## src/rtl/pipe_ctrl.sv

```systemverilog
// ============================================================================
// pipe_ctrl : hazard/stall controller for a 5-stage in-order pipeline.
// Optional macro PIPE_CTRL_PERF_EN builds a saturating stall-cycle counter.
// Revision  : 1.0
// ============================================================================
`default_nettype none

module pipe_ctrl #(
  parameter int TIMEOUT = 255,
  parameter int CNT_W   = 32
) (
  input  logic             clk,
  input  logic             rst,
  input  logic [4:0]       id_rs1,
  input  logic [4:0]       id_rs2,
  input  logic             id_rs1_used,
  input  logic             id_rs2_used,
  input  logic [4:0]       ex_rd,
  input  logic             ex_mem_read,
  input  logic             ex_branch_taken,
  input  logic             ex_md_start,
  input  logic             md_done,
  input  logic             mem_req_valid,
  input  logic             mem_ready,
  input  logic             trap,
  output logic             pc_en,
  output logic             if_id_en,
  output logic             if_id_flush,
  output logic             id_ex_en,
  output logic             id_ex_flush,
  output logic             ex_mem_en,
  output logic             ex_mem_flush,
  output logic             mem_wb_en,
  output logic             mem_wb_flush,
  output logic             mem_timeout,
  output logic [CNT_W-1:0] stall_cycles
);

  localparam int TO_W = $clog2(TIMEOUT + 1) + 1;

  typedef enum logic [1:0] {
    RUN      = 2'd0,
    MD_WAIT  = 2'd1,
    MEM_WAIT = 2'd2
  } state_t;

  state_t            state_q, state_d;
  logic [TO_W-1:0]   to_cnt_q, to_cnt_d;
  logic              lu_bubble_q, lu_bubble_d;

  logic mem_stall;
  logic load_use;
  logic md_stall;

  assign mem_stall = mem_req_valid & ~mem_ready;
  assign load_use  = ex_mem_read && (ex_rd != 5'd0) &&
                     ((id_rs1_used && (id_rs1 == ex_rd)) ||
                      (id_rs2_used && (id_rs2 == ex_rd)));
  assign md_stall  = ((state_q == RUN) && ex_md_start && !md_done) ||
                     ((state_q == MD_WAIT) && !md_done);

  always_comb begin
    pc_en        = 1'b1;
    if_id_en     = 1'b1;
    if_id_flush  = 1'b0;
    id_ex_en     = 1'b1;
    id_ex_flush  = 1'b0;
    ex_mem_en    = 1'b1;
    ex_mem_flush = 1'b0;
    mem_wb_en    = 1'b1;
    mem_wb_flush = 1'b0;
    mem_timeout  = 1'b0;
    state_d      = state_q;
    to_cnt_d     = '0;
    lu_bubble_d  = 1'b0;

    if (rst) begin
      if_id_flush  = 1'b1;
      id_ex_flush  = 1'b1;
      ex_mem_flush = 1'b1;
      mem_wb_flush = 1'b1;
      state_d      = RUN;
    end else if (trap) begin
      if_id_flush  = 1'b1;
      id_ex_flush  = 1'b1;
      ex_mem_flush = 1'b1;
      state_d      = RUN;
    end else if ((state_q == MEM_WAIT) && mem_stall && (to_cnt_q == TO_W'(TIMEOUT))) begin
      // Give up on the access: drain the whole pipe and restart fetch.
      mem_timeout  = 1'b1;
      if_id_flush  = 1'b1;
      id_ex_flush  = 1'b1;
      ex_mem_flush = 1'b1;
      mem_wb_flush = 1'b1;
      state_d      = RUN;
    end else if (mem_stall) begin
      pc_en        = 1'b0;
      if_id_en     = 1'b0;
      id_ex_en     = 1'b0;
      ex_mem_en    = 1'b0;
      mem_wb_flush = 1'b1;
      // A memory stall during a mul/div wait must not lose the MD_WAIT state.
      if (state_q != MD_WAIT) begin
        state_d  = MEM_WAIT;
        to_cnt_d = to_cnt_q + TO_W'(1);
      end
    end else if (state_q == MEM_WAIT) begin
      state_d = RUN;
    end else if (md_stall) begin
      pc_en        = 1'b0;
      if_id_en     = 1'b0;
      id_ex_en     = 1'b0;
      ex_mem_flush = 1'b1;
      state_d      = MD_WAIT;
    end else if (state_q == MD_WAIT) begin
      state_d = RUN;
    end else if (ex_branch_taken) begin
      if_id_flush = 1'b1;
      id_ex_flush = 1'b1;
    end else if (load_use && !lu_bubble_q) begin
      // After one bubble the load has left EX, so a repeat hit is stale input.
      pc_en       = 1'b0;
      if_id_en    = 1'b0;
      id_ex_flush = 1'b1;
      lu_bubble_d = 1'b1;
    end
  end

  always_ff @(posedge clk) begin
    if (rst) begin
      state_q     <= RUN;
      to_cnt_q    <= '0;
      lu_bubble_q <= 1'b0;
    end else begin
      state_q     <= state_d;
      to_cnt_q    <= to_cnt_d;
      lu_bubble_q <= lu_bubble_d;
    end
  end

`ifdef PIPE_CTRL_PERF_EN
  logic [CNT_W-1:0] stall_cnt_q, stall_cnt_d;

  always_comb begin
    stall_cnt_d = stall_cnt_q;
    if (!pc_en && (stall_cnt_q != {CNT_W{1'b1}})) begin
      stall_cnt_d = stall_cnt_q + CNT_W'(1);
    end
  end

  always_ff @(posedge clk) begin
    if (rst) begin
      stall_cnt_q <= '0;
    end else begin
      stall_cnt_q <= stall_cnt_d;
    end
  end

  assign stall_cycles = stall_cnt_q;
`else
  assign stall_cycles = '0;
`endif

endmodule

`default_nettype wire

```

## config.mk

```make
export PLATFORM = sky130hd
export DESIGN_NAME = pipe_ctrl
export DESIGN_NICKNAME = d
export VERILOG_FILES = /design/src/rtl/pipe_ctrl.sv
export SDC_FILE = /design/constraint.sdc
export NUM_CORES = 1
export LEC_CHECK = 0
export CELL_PAD_IN_SITES_DETAIL_PLACEMENT = 0
export CELL_PAD_IN_SITES_GLOBAL_PLACEMENT = 2
export CORE_MARGIN = 2
export CORE_UTILIZATION = 20
export DETAILED_ROUTE_END_ITERATION = 10
export PLACE_DENSITY = 0.94
export SYNTH_ARGS = -nofsm -noshare
export SYNTH_HDL_FRONTEND = slang
export SYNTH_SLANG_ARGS = --single-unit
```

## constraint.sdc

```tcl
create_clock -name clk -period 3.65 [get_ports clk]
set_clock_uncertainty 0.1 [all_clocks]
set_input_delay 0.5475 -clock clk [delete_from_list [all_inputs] [get_ports clk]]
set_output_delay 0.5475 -clock clk [all_outputs]
set_load 0.005 [all_outputs]
```

==> results of run 1 <==
## cells in the final DEF (no fill, tap or decap), types with 2 or more instances in the layout
master	instances
xnor2_1	5
xor2_1	11
and2_1	2
nand3_1	3
dfxtp_1	12
nor2b_1	2
o21bai_1	2
nor2_1	10
and3_1	2
nand2_1	8
o21ai_0	2
a21oi_1	4
ha_1	5
clkdlybuf4s50_1	34
nor3_1	5
clkbuf_8	3
nand2b_1	2
inv_1	5
conb_1	33
## power by group through the flow
stage | Combinational, mW | Sequential, mW | Clock (mW)
3_5_place_dp | 0.0830 | 0.136 | 0
5_1_grt | 0.0932 | 0.133 | 0.127
6_report | 0.0839 | 0.133 | 0.115
4_1_cts | 0.0834 | 0.133 | 0.119
2_1_floorplan | 0.0620 | 0.136 | 0
3_3_place_gp | 0.0834 | 0.136 | 0
## synthesized netlist by cell type (all sizes together)
library cell and n:
buf 34, dfxtp 12, xor2 11, nor2 10
nand2 8, ha 5, inv 5, nor3 5
xnor2 5, a21oi 4, and2 3, nand3 3
and3 2, conb 2, nand2b 2, nor2b 2
nor4 2, o21ai 2, o21bai 2, a32oi 1
and4 1, nand4 1, nand4b 1, nor3b 1
o2111ai 1, o211ai 1, o21a 1, o2bb2ai 1
o41a 1, or4 1
## metal layers
| layer | vias to the layer above | track usage | wire length, um |
|---|---|---|---|
| li1 | 440 | - | - |
| met3 | 2 | 0.03555 | 205 |
| met2 | 40 | 0.1265 | 1000 |
| met5 | - | 0 | 0 |
| met1 | 376 | 0.08721 | 952 |
| met4 | 0 | 0.005455 | 4 |
## cell families (layout without fill, tap and decap cells)
kind of cell | after synthesis | count (layout) | synth area share
other | 2 | 33 | 0.007163
adder cells (fa/ha/maj) | 5 | 5 | 0.05967
buffers and inverters | 39 | 42 | 0.2613
flip-flops | 12 | 12 | 0.2291
XOR/XNOR | 16 | 16 | 0.1336
AND/OR/NAND/NOR | 42 | 42 | 0.2160
AO/OA/AOI/OAI | 14 | 14 | 0.09308
## sequential cells by signal, indices dropped and copies added, names as in the netlist
signal and flops:
lu_bubble_q 1, state_q 2, to_cnt_q 9
## worst paths after layout
check	cells past startpoint	slack [ps]	endpoint
hold / removal	1	360	to_cnt_q[0]$_SDFF_PP0_
hold reg to reg	1	360	to_cnt_q[0]$_SDFF_PP0_
setup reg to reg	9	1440	to_cnt_q[5]$_SDFF_PP0_
setup / recovery	10	350	pc_en
## layout make-up
class	instances	area, um^2	share of cell area
inverters	5	18.77	0.01355
clock buffers	3	41.29	0.02981
flip-flops and latches	12	240.2	0.1734
well taps	70	87.58	0.06323
multi-input cells	110	656.9	0.4743
repair buffers	34	340.3	0.2457
## critical path, cell delays in order (launching register included)
cell and delay (ps):
dfxtp_1 320, ha_1 220, nand3_1 120, nor2_1 80
and3_1 180, ha_1 170, nand4b_1 150, nor3b_4 370
o21ai_0 190, o41a_1 160, clkdlybuf4s50_1 450
## metrics by stage
| step | setup slack, ps | std cells | utilization |
|---|---|---|---|
| 6_report | 349.3 | 234 | 0.2729 |
| 3_3_place_gp | 403.7 | 231 | 0.2636 |
| 2_1_floorplan | 967.6 | 161 | - |
| 5_1_grt | 42.59 | 234 | 0.2729 |
| 3_5_place_dp | 424.3 | 231 | 0.2636 |
| 4_1_cts | 206.5 | 234 | 0.2717 |
## what timing repair did
action / CTS / global route
resized for setup: 0 / 1
endpoints found under the hold margin: 0 / 0
setup endpoints to repair: 0 / 2
==> metrics.md, run 1 <==
| Metric | Value |
|---|---|
| Global-route wire length before repair | `~3.5 mm` |
| Worst EP required | `approximately 3000 ps` |
| CP endpoint kind | `output pin` |
| Leak | `approximately 0.54 nW` |
| Fmax | `303.0 MHz` |
| Worst IR drop on VDD | `118.8 uV` |
| Root buf cell | `clkbuf_8` |
| CTS Buffer Depth | `2` |
| RR Startpoint | `to_cnt_q[0]$_SDFF_PP0_` |
| Worst setup path start | `to_cnt_q[0]$_SDFF_PP0_` |
| Ys Warns | `0` |
| Sw Ratio | `0.2446` |
| Number of routed nets with antenna violations | `0` |
| Power per standard cell area | `between 200 and 250 mW/mm^2` |
| Unrepaired setup endpoints after global routing | `false` |
| Internal power | `250.9 uW` |
| Synth unique cells | `32` |
| Sequential fraction of design power | `0.401` |
| Mean Syn Cell Area | `8.065 um^2` |
| Fin crit period | `between 3000 and 4000 ps` |
| Gate power share | `0.252` |
| Initial antenna violation count | `0` |
| GPL Wtd Cong | `between 0.7 and 0.8` |
| CP Max Fanout | `9` |
| Clock Pin Slew Worst Setup and Hold Paths | `40 ps` |
| Yosys top cell area share | `0.2434` |
| # Max-Cap Violations | `0` |
| Leading area contributor after synthesis | `buf_4` |
| # rows | `26` |
| CTS Buf Count | `3` |
| Post-route DRC | `0` |
| GR Overflow Total | `0` |
| Port bufs | `34` |
| Skew-Pair Late Insertion Delay | `240 ps` |
| Routed via count | `858` |
| Vias in the first global route | `775` |
| Final Power | `332.2 uW` |
| Area delta synth->final | `32.10%` |
| Post-synthesis sequential area ratio | `0.2291` |
| Yosys reg bits | `12` |
| Final Cell Area | `0.001385 mm^2` |
| Synth area leaders | `buf_4 (24%), dfxtp_1 (23%), xor2_1 (9.2%)` |
| Post-cts hold buffer count | `0` |
| Antenna fix cells | `0` |
| Placed Area | `0.001338 mm^2` |
| Average vias per placed instance | `3.667` |
| Largest net degree at the start of global routing | `10` |
| Setup TNS | `0 ps` |
| CTS sink cnt | `12` |
| IO Pins | `68` |
| Min-delay worst type | `reg -> reg` |
| Cells after Synth | `130` |
| Final period utilization | `0.9043` |
| Worst path arrival time | `2650 ps` |
| Max Transition Viols Final | `0` |
| Die footprint | `0.005838 mm^2` |
| Final Hold Violating Endpoints | `0` |
| DRT Wirelength | `2.163 mm` |
| Post-CTS setup repair buffer count | `0` |
| NetSw | `81.24 uW` |
| Chip height | `76.41 um` |
| Routed len/inst | `9.244 um` |
| Drt first pass iters | `2` |
| Max H-tree Level | `1` |
| Clock share of power | `0.346` |
| Crit path launch type | `flip-flop` |
| Overall routing resource usage | `0.07389` |
| CTS tree | `built` |
| Core ar. | `approximately 0.005 mm^2` |
| Share of layout cells above drive strength 1 | `0.03049` |
| Hold Crit Start | `to_cnt_q[0]$_SDFF_PP0_` |
| Final setup fails | `0` |
| Hold slack | `roughly 360 ps` |
| Status | `complete, no violations` |
| 1st-iter DRT viols | `22` |
| Worst setup path class | `reg -> out` |
| Fill count | `roughly 560` |
| Chip width | `approximately 76 um` |
| DP HPWL | `about 1.8 mm` |
| Fin nets | `~200` |
| Synthesized area | `0.001049 mm^2` |
| Starting Density | `0.2066` |
Note: power is estimated with default switching activity, not from simulation.
==> run 2: changes to the inputs <==
Settings changed: CAP_MARGIN set to 20, CORE_MARGIN 2 to 5.
==> run 2 against run 1 <==
  * First-iteration DRC count shrank 9.1%
  * Global-route usage shrank 0.71 points
  * Flip-flop and latch count is the same
  * Register-to-register slack gained 30 ps
  * Combinational power is essentially flat
  * Largest cell class unchanged
  * Clock power is essentially flat
  * Via count grew 1.4%
  * Final cell count grew 0.43%
  * Critical path depth is the same
  * Sequential power is essentially flat
  * Total power grew 1.1%
  * Sequential share of layout area shrank 0.094 points
==> metrics.md, run 2 (synthesis gave the netlist of run 1 again) <==
| Metric | Value |
|---|---|
| Status | `complete, no violations` |
| Overall routing resource usage | `0.06682` |
| CP max-delay cell | `clkdlybuf4s50_1` |
| Placed Area | `0.001345 mm^2` |
| Worst reg2reg path depth | `9` |
| Area delta synth->final | `32.82%` |
| Hold slack | `359.0 ps` |
| # rows | `26` |
| Root buf cell | `clkbuf_8` |
| 1st-iter DRT viols | `20` |
| Crit path launch type | `flip-flop` |
| Antenna fix cells | `0` |
| Crit path capture | `pc_en` |
| Port bufs | `34` |
| Max Transition Viols Final | `0` |
| Fill count | `just under 600` |
| Fin nets | `a little under 200` |
| Global-route wire length before repair | `3.415 mm` |
| Starting Density | `0.2053` |
| # Max-Cap Violations | `0` |
| Leak | `around 0.54 nW` |
| Vias in the first global route | `814` |
| Fmax | `between 300 and 400 MHz` |
| CTS sink cnt | `12` |
| CP max stage delay | `460 ps` |
| Unrepaired setup endpoints after global routing | `false` |
| Final Cell Area | `0.001393 mm^2` |
| Final Hold Violating Endpoints | `0` |
| GPL Wtd Cong | `0.7248` |
| Initial antenna violation count | `0` |
| Setup TNS | `0 ps` |
| Worst IR drop on VDD | `62.90 uV` |
| Skew-Pair Late Insertion Delay | `240 ps` |
| CTS Buffer Depth | `2` |
| Clock Pin Slew Worst Setup and Hold Paths | `50 ps` |
| Final setup fails | `0` |
| Fin worst setup slack | `346.5 ps` |
| Chip height | `82.41 um` |
| Crit path cell chain | `ha_1 > nand3_1 > nor2_1 > and3_1 > ha_1 > nand4b_1 > nor3b_4 > o21ai_0 > o41a_1 > clkdlybuf4s50_1` |
| GR Overflow Total | `0` |
| Largest net degree at the start of global routing | `10` |
| Top reg by flops | `to_cnt_q` |
| Core ar. | `0.005107 mm^2` |
| R2R Path End | `to_cnt_q[5]$_SDFF_PP0_` |
| CTS Buf Count | `3` |
| Most frequent CP cell | `ha_1` |
| RR Startpoint | `to_cnt_q[0]$_SDFF_PP0_` |
| Worst path arrival time | `2660 ps` |
| Chip width | `just over 80 um` |
| Routed len/inst | `10.17 um` |
| Reg2reg setup slack | `1470 ps` |
| IO Pins | `about 70` |
| Final Power | `335.7 uW` |
| Min-delay worst type | `reg -> reg` |
| Drt first pass iters | `4` |
| DRT Wirelength | `2.389 mm` |
| Power per standard cell area | `between 200 and 250 mW/mm^2` |
| Non-Filler Instances | `between 200 and 250` |
| Core Util, Final | `0.2727` |
| Final period utilization | `0.9051` |
| Post-CTS setup repair buffer count | `0` |
| Worst hold path depth | `1` |
| Fin crit period | `3303 ps` |
| Average vias per placed instance | `~3.7` |
| # placed instances | `232` |
| Post-route DRC | `0` |
| Routed via count | `870` |
| Dpl ws | `403.6 ps` |
| CTS tree | `built` |
| CP Max Fanout | `9` |
| Max H-tree Level | `1` |
| Largest registers | `to_cnt_q: 9 flops, state_q: 2 flops, lu_bubble_q: 1 flops` |
| CP endpoint kind | `output pin` |
| DP HPWL | `2.063 mm` |
| Most common cell after layout, fill and taps aside | `clkdlybuf4s50_1` |
| Number of routed nets with antenna violations | `0` |
| Die footprint | `0.006791 mm^2` |
| Worst EP required | `3000 ps` |
| Worst setup path start | `to_cnt_q[0]$_SDFF_PP0_` |
| Number of flip-flops in the largest register | `9` |
| Most frequent cells in the layout | `clkdlybuf4s50_1 (34), conb_1 (33), dfxtp_1 (12)` |
| Worst setup path class | `reg -> out` |
| Share of layout cells above drive strength 1 | `0.03636` |
run 2: final cells by class:
type	instances	area, um^2	area share
Clock buffer	3	41.29	0.02965
Inverter	5	18.77	0.01348
Multi-Input combinational cell	110	656.9	0.4717
Sequential cell	12	240.2	0.1725
Tap cell	70	87.58	0.06289
Timing Repair Buffer	35	347.8	0.2498
run 2: critical path, delay by kind of cell (launching register included):
family                     cells  cell delay, ps
adders and majority gates      2             390
DFF                            1             330
and+or+nand+nor                5             860
AOI/OAI and AO/OA              2             370
buffers and inverters          1             460
run 2: per-layer routing:
layer  vias up  wire, um  global-route usage  share of wire
li1        437         -                   -              -
met1       385       832             0.06697           0.35
met2        42      1148              0.1146           0.48
met3         6       371             0.03145           0.16
met4         0        36             0.03488          0.015
met5         -         0                   0              0
run 2: worst min-delay path by stage:
| stage | start | endpoint | slack (ps) |
|---|---|---|---|
| 6_report | to_cnt_q[0]$_SDFF_PP0_ | to_cnt_q[0]$_SDFF_PP0_ | 360 |
| 5_1_grt | to_cnt_q[0]$_SDFF_PP0_ | to_cnt_q[0]$_SDFF_PP0_ | 410 |
| 4_1_cts | to_cnt_q[0]$_SDFF_PP0_ | to_cnt_q[0]$_SDFF_PP0_ | 370 |
| 3_5_place_dp | to_cnt_q[0]$_SDFF_PP0_ | to_cnt_q[0]$_SDFF_PP0_ | 350 |
| 3_3_place_gp | to_cnt_q[0]$_SDFF_PP0_ | to_cnt_q[0]$_SDFF_PP0_ | 340 |
| 2_1_floorplan | to_cnt_q[0]$_SDFF_PP0_ | to_cnt_q[0]$_SDFF_PP0_ | 330 |
run 2: what timing repair did:
| item | in CTS | in global routing |
|---|---|---|
| endpoints found under the hold margin | 0 | 0 |
| resized for setup | 0 | 1 |
| hold buffers | 0 | 0 |
| endpoints found under the setup margin | 0 | 2 |
run 2: where the power goes:
part	total, mW	internal, mW	switching, mW
combinational	0.0840	0.0463	0.0377
clock	0.118	0.0725	0.0460
sequential	0.133	0.132	0.000844
==> run 3: changes to the inputs <==
Settings changed: CORE_MARGIN 5 to unset, GPL_TIMING_DRIVEN set to 0.
==> run 3 against run 2 <==
  * Clock power barely moved
  * Die area fell by 18%
  * Critical endpoint unchanged
  * Sequential power is essentially flat
  * Wire length is 6.2% lower
  * Worst hold slack better by 7.8 ps
  * Critical path type unchanged
  * Clock-buffer cell count unchanged
  * Final cell count rose by 13%
  * Via count up 7.7%
  * Total power up 9.2%
  * Sequential share of layout area is 2.6 points lower
  * Global-route usage rose by 1.1 points
==> metrics.md, run 3 (synthesis gave the netlist of run 1 again) <==
| Metric | Value |
|---|---|
| Status | `complete, no violations` |
| Min-delay worst type | `reg -> reg` |
| Core ar. | `a little under 0.005 mm^2` |
| Clock Pin Slew Worst Setup and Hold Paths | `approximately 50 ps` |
| Worst reg2reg path depth | `10` |
| Worst EP required | `approximately 3000 ps` |
| Final setup fails | `0` |
| Average vias per placed instance | `3.523` |
| Post-cts hold buffer count | `0` |
| Worst setup path start | `to_cnt_q[0]$_SDFF_PP0_` |
| Antenna fix cells | `0` |
| CTS sink cnt | `12` |
| CTS Buf Count | `3` |
| DP HPWL | `1.891 mm` |
| Vias in the first global route | `763` |
| Number of routed nets with antenna violations | `0` |
| CP max stage delay | `480 ps` |
| Fin crit period | `~3400 ps` |
| Crit path capture | `pc_en` |
| Initial antenna violation count | `0` |
| Chip height | `74.41 um` |
| Global-route wire length before repair | `3.243 mm` |
| RR Startpoint | `to_cnt_q[0]$_SDFF_PP0_` |
| Number of flip-flops in the largest register | `9` |
| Routed via count | `937` |
| Port bufs | `34` |
| GPL Wtd Cong | `0.7002` |
| Largest net degree at the start of global routing | `10` |
| Final period utilization | `0.9433` |
| 1st-iter DRT viols | `41` |
| Fin nets | `232` |
| Most frequent cells in the layout | `buf_4 (35), clkdlybuf4s50_1 (34), conb_1 (33)` |
| Skew-Pair Late Insertion Delay | `240 ps` |
| R2R Path End | `to_cnt_q[4]$_SDFF_PP0_` |
| Chip width | `74.41 um` |
| Share of layout cells above drive strength 1 | `0.2010` |
| Fill count | `~560` |
| GR Overflow Total | `0` |
| Largest registers | `to_cnt_q: 9 flops, state_q: 2 flops, lu_bubble_q: 1 flops` |
| Final Hold Violating Endpoints | `0` |
| Crit path cell chain | `ha_1 > nand3_1 > nor2_1 > and3_1 > ha_1 > nand4b_1 > nor3b_4 > o21ai_0 > o41a_1 > buf_4 > clkdlybuf4s50_1` |
| Multi-input gate area | `around 660 um^2` |
| Max H-tree Level | `1` |
| CTS Buffer Depth | `2` |
| Worst path arrival time | `2800 ps` |
| Starting Density | `0.2149` |
| Unrepaired setup endpoints after global routing | `false` |
| Leak | `0.7277 nW` |
| # rows | `25` |
| Overall routing resource usage | `0.07801` |
| Routed len/inst | `8.421 um` |
| Die footprint | `0.005536 mm^2` |
| Fmax | `290.4 MHz` |
| CTS tree | `built` |
| Post-route DRC | `0` |
| CP endpoint kind | `output pin` |
| Most frequent CP cell | `ha_1` |
| Power per standard cell area | `222.9 mW/mm^2` |
| # Max-Cap Violations | `0` |
| Area delta synth->final | `56.80%` |
| Storage element area | `approximately 240 um^2` |
| Worst IR drop on VDD | `155.5 uV` |
| Drt first pass iters | `4` |
| Final Power | `366.4 uW` |
| Reg2reg setup slack | `1400 ps` |
| Most common cell after layout, fill and taps aside | `buf_4` |
| Worst setup path class | `reg -> out` |
| Top reg by flops | `to_cnt_q` |
| CP max-delay cell | `clkdlybuf4s50_1` |
| Crit path launch type | `flip-flop` |
| Max Transition Viols Final | `0` |
| DRT Wirelength | `2.240 mm` |
| Root buf cell | `clkbuf_8` |
| CP Max Fanout | `5` |
| IO Pins | `68` |
| Setup TNS | `0 ps` |
-- run 3: cell types whose count changed in the layout (fill, tap and decap cells not counted), sizes merged --
cell  change
buf      +34
-- run 3: how the worst min path moves through the flow --
stage | startpoint | to | slack, ps | depth (start not counted)
3_3_place_gp | to_cnt_q[0]$_SDFF_PP0_ | to_cnt_q[0]$_SDFF_PP0_ | 340 | 1
3_5_place_dp | to_cnt_q[0]$_SDFF_PP0_ | to_cnt_q[0]$_SDFF_PP0_ | 360 | 1
4_1_cts | to_cnt_q[0]$_SDFF_PP0_ | to_cnt_q[0]$_SDFF_PP0_ | 370 | 1
2_1_floorplan | to_cnt_q[0]$_SDFF_PP0_ | to_cnt_q[0]$_SDFF_PP0_ | 330 | 1
5_1_grt | to_cnt_q[0]$_SDFF_PP0_ | to_cnt_q[0]$_SDFF_PP0_ | 410 | 1
6_report | to_cnt_q[0]$_SDFF_PP0_ | to_cnt_q[0]$_SDFF_PP0_ | 370 | 1
-- run 3: critical path, delay by kind of cell, from the launching register on --
kind            cells  cell delay [ps]
flops               1              360
fa+ha+maj           2              330
simple gates        5              890
compound gates      2              370
buf+inv             2              590
-- run 3: power breakdown --
part	switching, mW	internal [mW]
clock network	0.0486	0.0728
registers	0.000922	0.132
logic	0.0422	0.0696
total	0.0918	0.275
-- run 3: metrics by stage --
stage	hold slack (ps)	cell area, um^2	util	instances	worst slack [ps]
6_report	366.8	1644	0.3369	266	207.0
5_1_grt	405.1	1644	0.3369	266	7.378
4_1_cts	373.2	1637	0.3354	265	108.5
3_5_place_dp	360.3	1589	0.3256	262	234.5
3_3_place_gp	342.7	1589	0.3256	262	253.0
2_1_floorplan	326.2	1165	-	161	967.6
-- run 3: timing repair --
item | 4_1_cts | 5_1_grt
resized for setup | 1 | 0
endpoints found under the setup margin | 1 | 1
buffers inserted | 0 | 1
gates cloned | 0 | 0
-- run 3: area by class of cell --
class                   count  share of cell area
multi-input cells         110              0.3995
repair buffers             35              0.2116
plain buffers              34              0.1553
flip-flops and latches     12              0.1461
well taps                  67             0.05099
clock buffers               3             0.02511
inverters                   5             0.01142
-- run 3: layer usage --
metal,vias up,wire length (um),GRT usage
li1,503,-,-
met1,387,974,0.09520
met2,43,967,0.1201
met3,4,283,0.03794
met4,0,14,0.02516
met5,-,0,0
